$ cat src/rtl/if_buf_writer.sv
// Streams row_len*num_rows contiguous words from a registered-read memory into the IF buffer,
// tagging each word with start-of-row / end-of-row flags and honouring buffer back-pressure.
module if_buf_writer #(
    parameter int IF_SCRATCH_WIDTH = 16,
    parameter int IF_ADDR_LEN      = 5,
    parameter int ROW_CNT_LEN      = 8,
    parameter int MEM_ADDR_LEN     = 10
) (
    input  logic                          clk,
    input  logic                          rst,
    input  logic                          start,
    input  logic [MEM_ADDR_LEN-1:0]       base_addr,
    input  logic [IF_ADDR_LEN-1:0]        row_len,
    input  logic [ROW_CNT_LEN-1:0]        num_rows,
    output logic                          mem_ren,
    output logic [MEM_ADDR_LEN-1:0]       mem_raddr,
    input  logic [IF_SCRATCH_WIDTH-1:0]   mem_rdata,
    input  logic                          IF_buf_full,
    output logic                          IF_buf_write,
    output logic [IF_SCRATCH_WIDTH+1:0]   IF_buf_wdata,
    output logic                          busy,
    output logic                          done
);

    typedef enum logic [1:0] {S_IDLE, S_READ, S_PUSH, S_DONE} state_t;

    localparam logic [IF_ADDR_LEN-1:0]  LEN_ONE  = IF_ADDR_LEN'(1);
    localparam logic [ROW_CNT_LEN-1:0]  ROW_ONE  = ROW_CNT_LEN'(1);
    localparam logic [MEM_ADDR_LEN-1:0] ADDR_ONE = MEM_ADDR_LEN'(1);

    state_t                        r_state;
    logic [MEM_ADDR_LEN-1:0]       r_addr;
    logic [IF_ADDR_LEN-1:0]        r_len;
    logic [ROW_CNT_LEN-1:0]        r_rows;
    logic [IF_ADDR_LEN-1:0]        r_word;
    logic [ROW_CNT_LEN-1:0]        r_row;
    logic [IF_SCRATCH_WIDTH-1:0]   r_hold;
    logic                          r_rd_pend;
    logic                          r_busy;
    logic                          r_done;

    logic                          w_write;
    logic                          w_last_word;
    logic                          w_last_xfer;
    logic                          w_sor;
    logic [IF_SCRATCH_WIDTH-1:0]   w_data;

    // Fresh read data bypasses the hold register so a word can be pushed the cycle it arrives;
    // the hold register keeps it for as long as the buffer stalls.
    assign w_data       = r_rd_pend ? mem_rdata : r_hold;
    assign w_last_word  = (r_word == (r_len - LEN_ONE));
    assign w_last_xfer  = w_last_word && (r_row == (r_rows - ROW_ONE));
    assign w_sor        = (r_word == '0);
    assign w_write      = (r_state == S_PUSH) && !IF_buf_full;

    assign IF_buf_write = w_write;
    assign IF_buf_wdata = {w_sor, w_last_word, w_data};
    assign mem_ren      = (r_state == S_READ) || (w_write && !w_last_xfer);
    assign mem_raddr    = w_write ? (r_addr + ADDR_ONE) : r_addr;
    assign busy         = r_busy;
    assign done         = r_done;

    always_ff @(posedge clk) begin
        if (rst) begin
            r_state   <= S_IDLE;
            r_addr    <= '0;
            r_len     <= '0;
            r_rows    <= '0;
            r_word    <= '0;
            r_row     <= '0;
            r_hold    <= '0;
            r_rd_pend <= 1'b0;
            r_busy    <= 1'b0;
            r_done    <= 1'b0;
        end else begin
            r_rd_pend <= mem_ren;
            if (r_rd_pend) begin
                r_hold <= mem_rdata;
            end
            case (r_state)
                S_IDLE: begin
                    if (start) begin
                        r_busy <= 1'b1;
                        if ((row_len != '0) && (num_rows != '0)) begin
                            r_addr  <= base_addr;
                            r_len   <= row_len;
                            r_rows  <= num_rows;
                            r_word  <= '0;
                            r_row   <= '0;
                            r_state <= S_READ;
                        end else begin
                            r_done  <= 1'b1;
                            r_state <= S_DONE;
                        end
                    end
                end
                S_READ: begin
                    r_state <= S_PUSH;
                end
                S_PUSH: begin
                    if (w_write) begin
                        if (w_last_xfer) begin
                            r_done  <= 1'b1;
                            r_state <= S_DONE;
                        end else begin
                            r_addr <= r_addr + ADDR_ONE;
                            if (w_last_word) begin
                                r_word <= '0;
                                r_row  <= r_row + ROW_ONE;
                            end else begin
                                r_word <= r_word + LEN_ONE;
                            end
                        end
                    end
                end
                default: begin
                    r_busy  <= 1'b0;
                    r_done  <= 1'b0;
                    r_state <= S_IDLE;
                end
            endcase
        end
    end

endmodule

$ cat config.mk
export PLATFORM = sky130hd
export DESIGN_NAME = if_buf_writer
export DESIGN_NICKNAME = d
export VERILOG_FILES = /design/src/rtl/if_buf_writer.sv
export SDC_FILE = /design/constraint.sdc
export NUM_CORES = 1
export LEC_CHECK = 0
export ABC_CLOCK_PERIOD_IN_PS = 3300
export BUFFER_PORTS_ARGS = -buffer_cell sky130_fd_sc_hd__buf_2
export CORE_MARGIN = 2
export CORE_UTILIZATION = 31
export CTS_BUF_LIST = sky130_fd_sc_hd__clkbuf_8
export CTS_CLUSTER_DIAMETER = 30
export CTS_CLUSTER_SIZE = 8
export DETAILED_ROUTE_END_ITERATION = 8
export PLACE_DENSITY = 0.55
export SYNTH_ARGS = -nofsm -noshare
export SYNTH_HDL_FRONTEND = slang
export SYNTH_SLANG_ARGS = --single-unit
export TNS_END_PERCENT = 5
$ cat constraint.sdc
create_clock -name clk -period 3.3 [get_ports clk]
set_clock_uncertainty 0.05 [all_clocks]
set_input_delay 0.165 -clock clk [delete_from_list [all_inputs] [get_ports clk]]
set_output_delay 0.165 -clock clk [all_outputs]
set_load 0.01 [all_outputs]
-- After elaboration in Yosys (flattened, before gate mapping)
Cells that the tools add are included.
- flip-flop bits (word level): 57
- bits in latches: 0
- memory bits (writable): 0
- ROM bits: 0
- bits of input ports: 43
- output and inout port bits: 32
- word-level logic and storage cells: 78
- memories kept: 0
- add/subtract/negate cells: 5
- multiply operators: 0
- div/mod/pow operators: 0
- magnitude comparators: 0
- equality and inequality tests: 11
- shifts and indexed selects: 0
- muxes and demuxes: 31
- bitwise operators: 2
- reduce and logical (&&, ||, !) cells: 19
- operators by type and width (kind ; count):
    $mux W10 ; 5
    $mux W8 ; 5
    $mux W5 ; 5
    $pmux W10 S2 ; 1
    $mux W16 ; 1
    $pmux W8 S2 ; 1
    $ne A2 B2 Y1 const B ; 7
    $add A10 B1 Y10 const B ; 1
    $pmux W5 S2 ; 1
    $reduce_and A5 Y1 ; 2
    $add A8 B1 Y8 const B ; 1
    $eq A8 B8 Y1 ; 1
    $mux W2 ; 4
    $reduce_bool A8 Y1 ; 1
    $sub A8 B1 Y8 const B ; 1
    $pmux W2 S3 ; 1
    $reduce_and A3 Y1 ; 2
    $reduce_and A6 Y1 ; 1
    $add A5 B1 Y5 const B ; 1
    $eq A5 B5 Y1 ; 1
    $logic_not A5 Y1 ; 1
    $mux W1 ; 5
    $reduce_bool A5 Y1 ; 1
    $sub A5 B1 Y5 const B ; 1
    12 further kinds ; 17

-- Depth between registers and ports, before layout
- depth after elaboration: 6
- gate-level depth with buffers: 11
- mapped depth without buffers: 10

-- Least setup slack after synthesis
Ideal clock, no wire load.
- kind: register -> register
- from: reg r_rows[0]
- to: reg r_row[6]
- library setup time: 71 ps
- arrival time: 2606 ps
- required time: 3179 ps
- setup slack: 573 ps
- stages on the path, launching flop included: 11
- path buffers: 1
- clock period less this slack: 2727 ps
- cell sequence: dfxtp_1 -> inv_1 -> ha_1 -> nor3b_2 -> and3_4 -> o211a_1 -> o311a_4 -> a221o_1 -> buf_6 -> or4_1 -> a21oi_1
- longest elaborated chain between the ends: 5
- ends and longest elaborated chain (item ; line ; text):
    from (decl) ; 34 ; logic [ROW_CNT_LEN-1:0] r_rows;
    from (signal assigned) ; 87 ; r_rows <= num_rows;
    $sub A8 B1 Y8 ; 52 ; assign w_last_xfer = w_last_word && (r_row == (r_rows - ROW_ONE));
    $eq A8 B8 Y1 ; 52 ;
    $logic_and A1 B1 Y1 ; 52 ;
    $ne A2 B2 Y1 (no line) ; n/a ;
    $reduce_and A6 Y1 (no line) ; n/a ;
    to (signal assigned) ; 109 ; r_row <= r_row + ROW_ONE;
    to (decl) ; 36 ; logic [ROW_CNT_LEN-1:0] r_row;
Every way passes these cells.
A chain may end at the register's enable or synchronous reset.

-- Worst setup path after layout
Same ends and word-level chain as after synthesis.

==> results.py <==
metrics = {
    "timing": {
        "slew_violations": 0,
        "hold_violations": 0,
        "tns_ps": 0,
        "rsz0062_at_grt": "no",
        "worst_slew_pin_slew_ps": 754,
        "slew_headroom_pct": 49.6,
        "timing.fmax_mhz": 346,
        "min_period_over_period_pct": 87.5,
        "min_period_ps": 2890,
        "setup_viol": 0,
    },
    "floorplanning": {
        "die_y_um": 106,
        "pin_count": 75,
        "design.die.area_um2": 11200,
        "start_util_pct": 31.5,
        "core_um2": 10200,
        "rows": 37,
        "dieWidth_um": 106,
    },
    "synthesis": {
        "ys.warnings.count": 0,
        "synth-edff-count": 0,
        "avgSynthCellArea_um2": 8.38,
        "synthCells": 385,
        "ys_ff_latch": 57,
        "synth-seq-area-share_pct": 35.4,
        "syn_nets": 438,
        "syn-cell-area_um2": 3230,
        "synth_area_leaders": "dfxtp_1 (35%), mux2_2 (5.6%), nand2_1 (4.5%)",
        "synth_area_leader_cell": "dfxtp_1",
        "async_flop_share_pct": 0,
        "yosysUniqueCellTypes": 58,
        "synth_ff_type": "dfxtp_1",
        "synth_top_area_share_pct": 35.4,
    },
    "route": {
        "wl_per_cell_um": 13.4,
        "routed.top_layer": "met5",
        "dr.pass1.iters": 4,
        "wl_met1_um": 3650,
        "drc_errors": 0,
        "vias": 2959,
        "vias_per_cell": 4.97,
        "drtIter0Drc": 155,
        "ant_nets": 0,
        "routed_wl_um": 7970,
        "met3_length_um": 435,
        "routed-wl-met2_um": 3760,
    },
    "clock_network": {
        "cts-resized-gates": 0,
        "cts.sinks": 57,
        "cts_tree": "built",
        "cts-htree-levels": 3,
        "hold_buffers": 0,
        "clk_pin_slew_ps": 70,
        "root_buffer": "clkbuf_8",
        "clk_path_buf_depth": 2,
        "clock_latency_ps": 340,
        "post_cts_buffers": 0,
        "numCtsBuffers": 9,
    },
    "cells_and_area": {
        "n_fill_cell": 1056,
        "antenna_cells": 0,
        "design_area_um2": 3940,
        "area_growth_pct": 21.9,
        "drive_gt1_share_pct": 25.9,
        "fin_nets": 507,
    },
    "placed_design": {
        "place_congestion": 0.744,
        "post-dp-hpwl_um": 5930,
        "placed_area_um2": 3710,
        "io_buffers": 74,
    },
    "global_routing": {
        "grt-ovfl-total": 0,
        "grt_first_pass_wirelength_um": 13400,
        "grt_pass1_vias": 2872,
        "grt.total_usage_pct": 14.9,
        "antenna_found_initial": 1,
        "grt_max_degree": 32,
    },
    "critical_path": {
        "cp-end-kind": "flip-flop",
        "critPathArrivalTime_ps": 3110,
        "startpoint_type": "flip-flop",
        "crit_fanout": 10,
        "crit_type": "flip-flop to flip-flop",
        "required_ps": 3520,
    },
    "hold_path": {
        "holdCritPathClass": "input port to flip-flop",
    },
    "power_and_ir_drop": {
        "total_power_mw": 3.08,
        "ir_worst_vdd_mv": 0.279,
        "p_per_area_nw_per_um2": 783,
        "p_leak_nw": 1.74,
    },
    "job": {
        "maxCapViolCount": 0,
    },
    "outcome": {
        "status": "finished clean",
    },
}
## path summary, 6_finish.rpt
path	slack, ps	cells after the start	end	startpoint
worst max-delay path	410	9	r_row[6]$_SDFFE_PP0P_	r_rows[0]$_SDFFE_PP0P_
worst min-delay path	20	3	r_rows[2]$_SDFFE_PP0P_	num_rows[2]
worst max register to register	410	9	r_row[6]$_SDFFE_PP0P_	r_rows[0]$_SDFFE_PP0P_
worst min register to register	440	1	done$_SDFFE_PP0P_	done$_SDFFE_PP0P_
## cells by family after synthesis
kind of cell / synth area share (%)
mux: 9.93
flops: 35.4
buf+inv: 5.16
fa+ha+maj: 3.88
compound gates: 16.2
simple gates: 23.5
xor+xnor: 5.97
## per-layer routing
layer  global-route usage (%)  up-vias
met5                        0        -
met3                     3.68       12
met4                     5.08        2
li1                         -     1500
met2                     25.2       74
met1                     18.4     1371
## cell usage in the layout (no fill, tap or decap), types with 4 or more instances in the layout
cell type,instances
buf_2,74
dfxtp_1,57
nand2_1,39
nor2_1,37
a21oi_1,25
and2_1,21
inv_1,20
mux2_2,16
xnor2_1,15
mux2i_1,14
nor3_1,12
clkbuf_8,11
ha_1,10
o21ai_0,9
nand3_1,9
xor2_1,7
nor4_1,6
o31ai_1,6
or4_1,5
a31o_2,4
a211oi_1,4
nand4_1,4
o32ai_1,4
buf_4,4
## per-stage QoR
step	setup WS [ps]	hold WS, ps	util [%]	cells
floorplan	573	259	-	385
global placement	496	361	36.2	579
detailed placement	437	374	36.2	579
CTS	410	11.3	38.5	595
global route	307	19.5	38.5	595
finish	412	23.1	38.5	595
## where the power goes
part,internal (mW),switching [mW],total [mW]
logic,0.572,0.760,1.33
clock network,0.464,0.291,0.754
registers,0.835,0.159,0.994
## cell type report
type,count,area [um^2],share of cell area [%]
Multi-Input combinational cell,288,1920,48.8
Sequential cell,57,1140,29.0
Timing Repair Buffer,78,400,10.2
Tap cell,136,170,4.32
Clock buffer,11,151,3.85
Clock inverter,5,77.6,1.97
Inverter,20,75.1,1.91
## synth_stat cells (2+ instances only)
cell type	instances
a211oi_1	4
a21o_1	3
a21oi_1	25
a31o_2	4
a32o_1	2
and2_1	21
and3_1	3
buf_1	4
buf_4	2
clkbuf_1	12
dfxtp_1	57
ha_1	10
inv_1	20
mux2_2	16
mux2i_1	14
nand2_1	39
nand2b_1	2
nand3_1	9
nand4_1	4
nor2_1	37
nor3_1	12
nor3b_1	2
nor4_1	6
nor4b_1	2
o21ai_0	9
o31ai_1	6
o32ai_1	4
or2_2	2
or4_1	5
xnor2_1	15
xor2_1	7
## flip-flops by register name (all words and copies together), names as in the netlist
signal and cells:
done 1, r_row 8, r_addr 10, r_state 2, r_hold 16, r_rd_pend 1
r_word 5, r_len 5, busy 1, r_rows 8
## worst max-delay path, cell delays in order, from the launching register on
cell and delay, ps:
dfxtp_1 420, inv_1 70, ha_1 220, nor3b_2 180, and3_4 180, o211a_1 220, o311a_4 400, a221o_1 430
or4_1 500, a21oi_1 150
(Power assumes the default switching activity.)
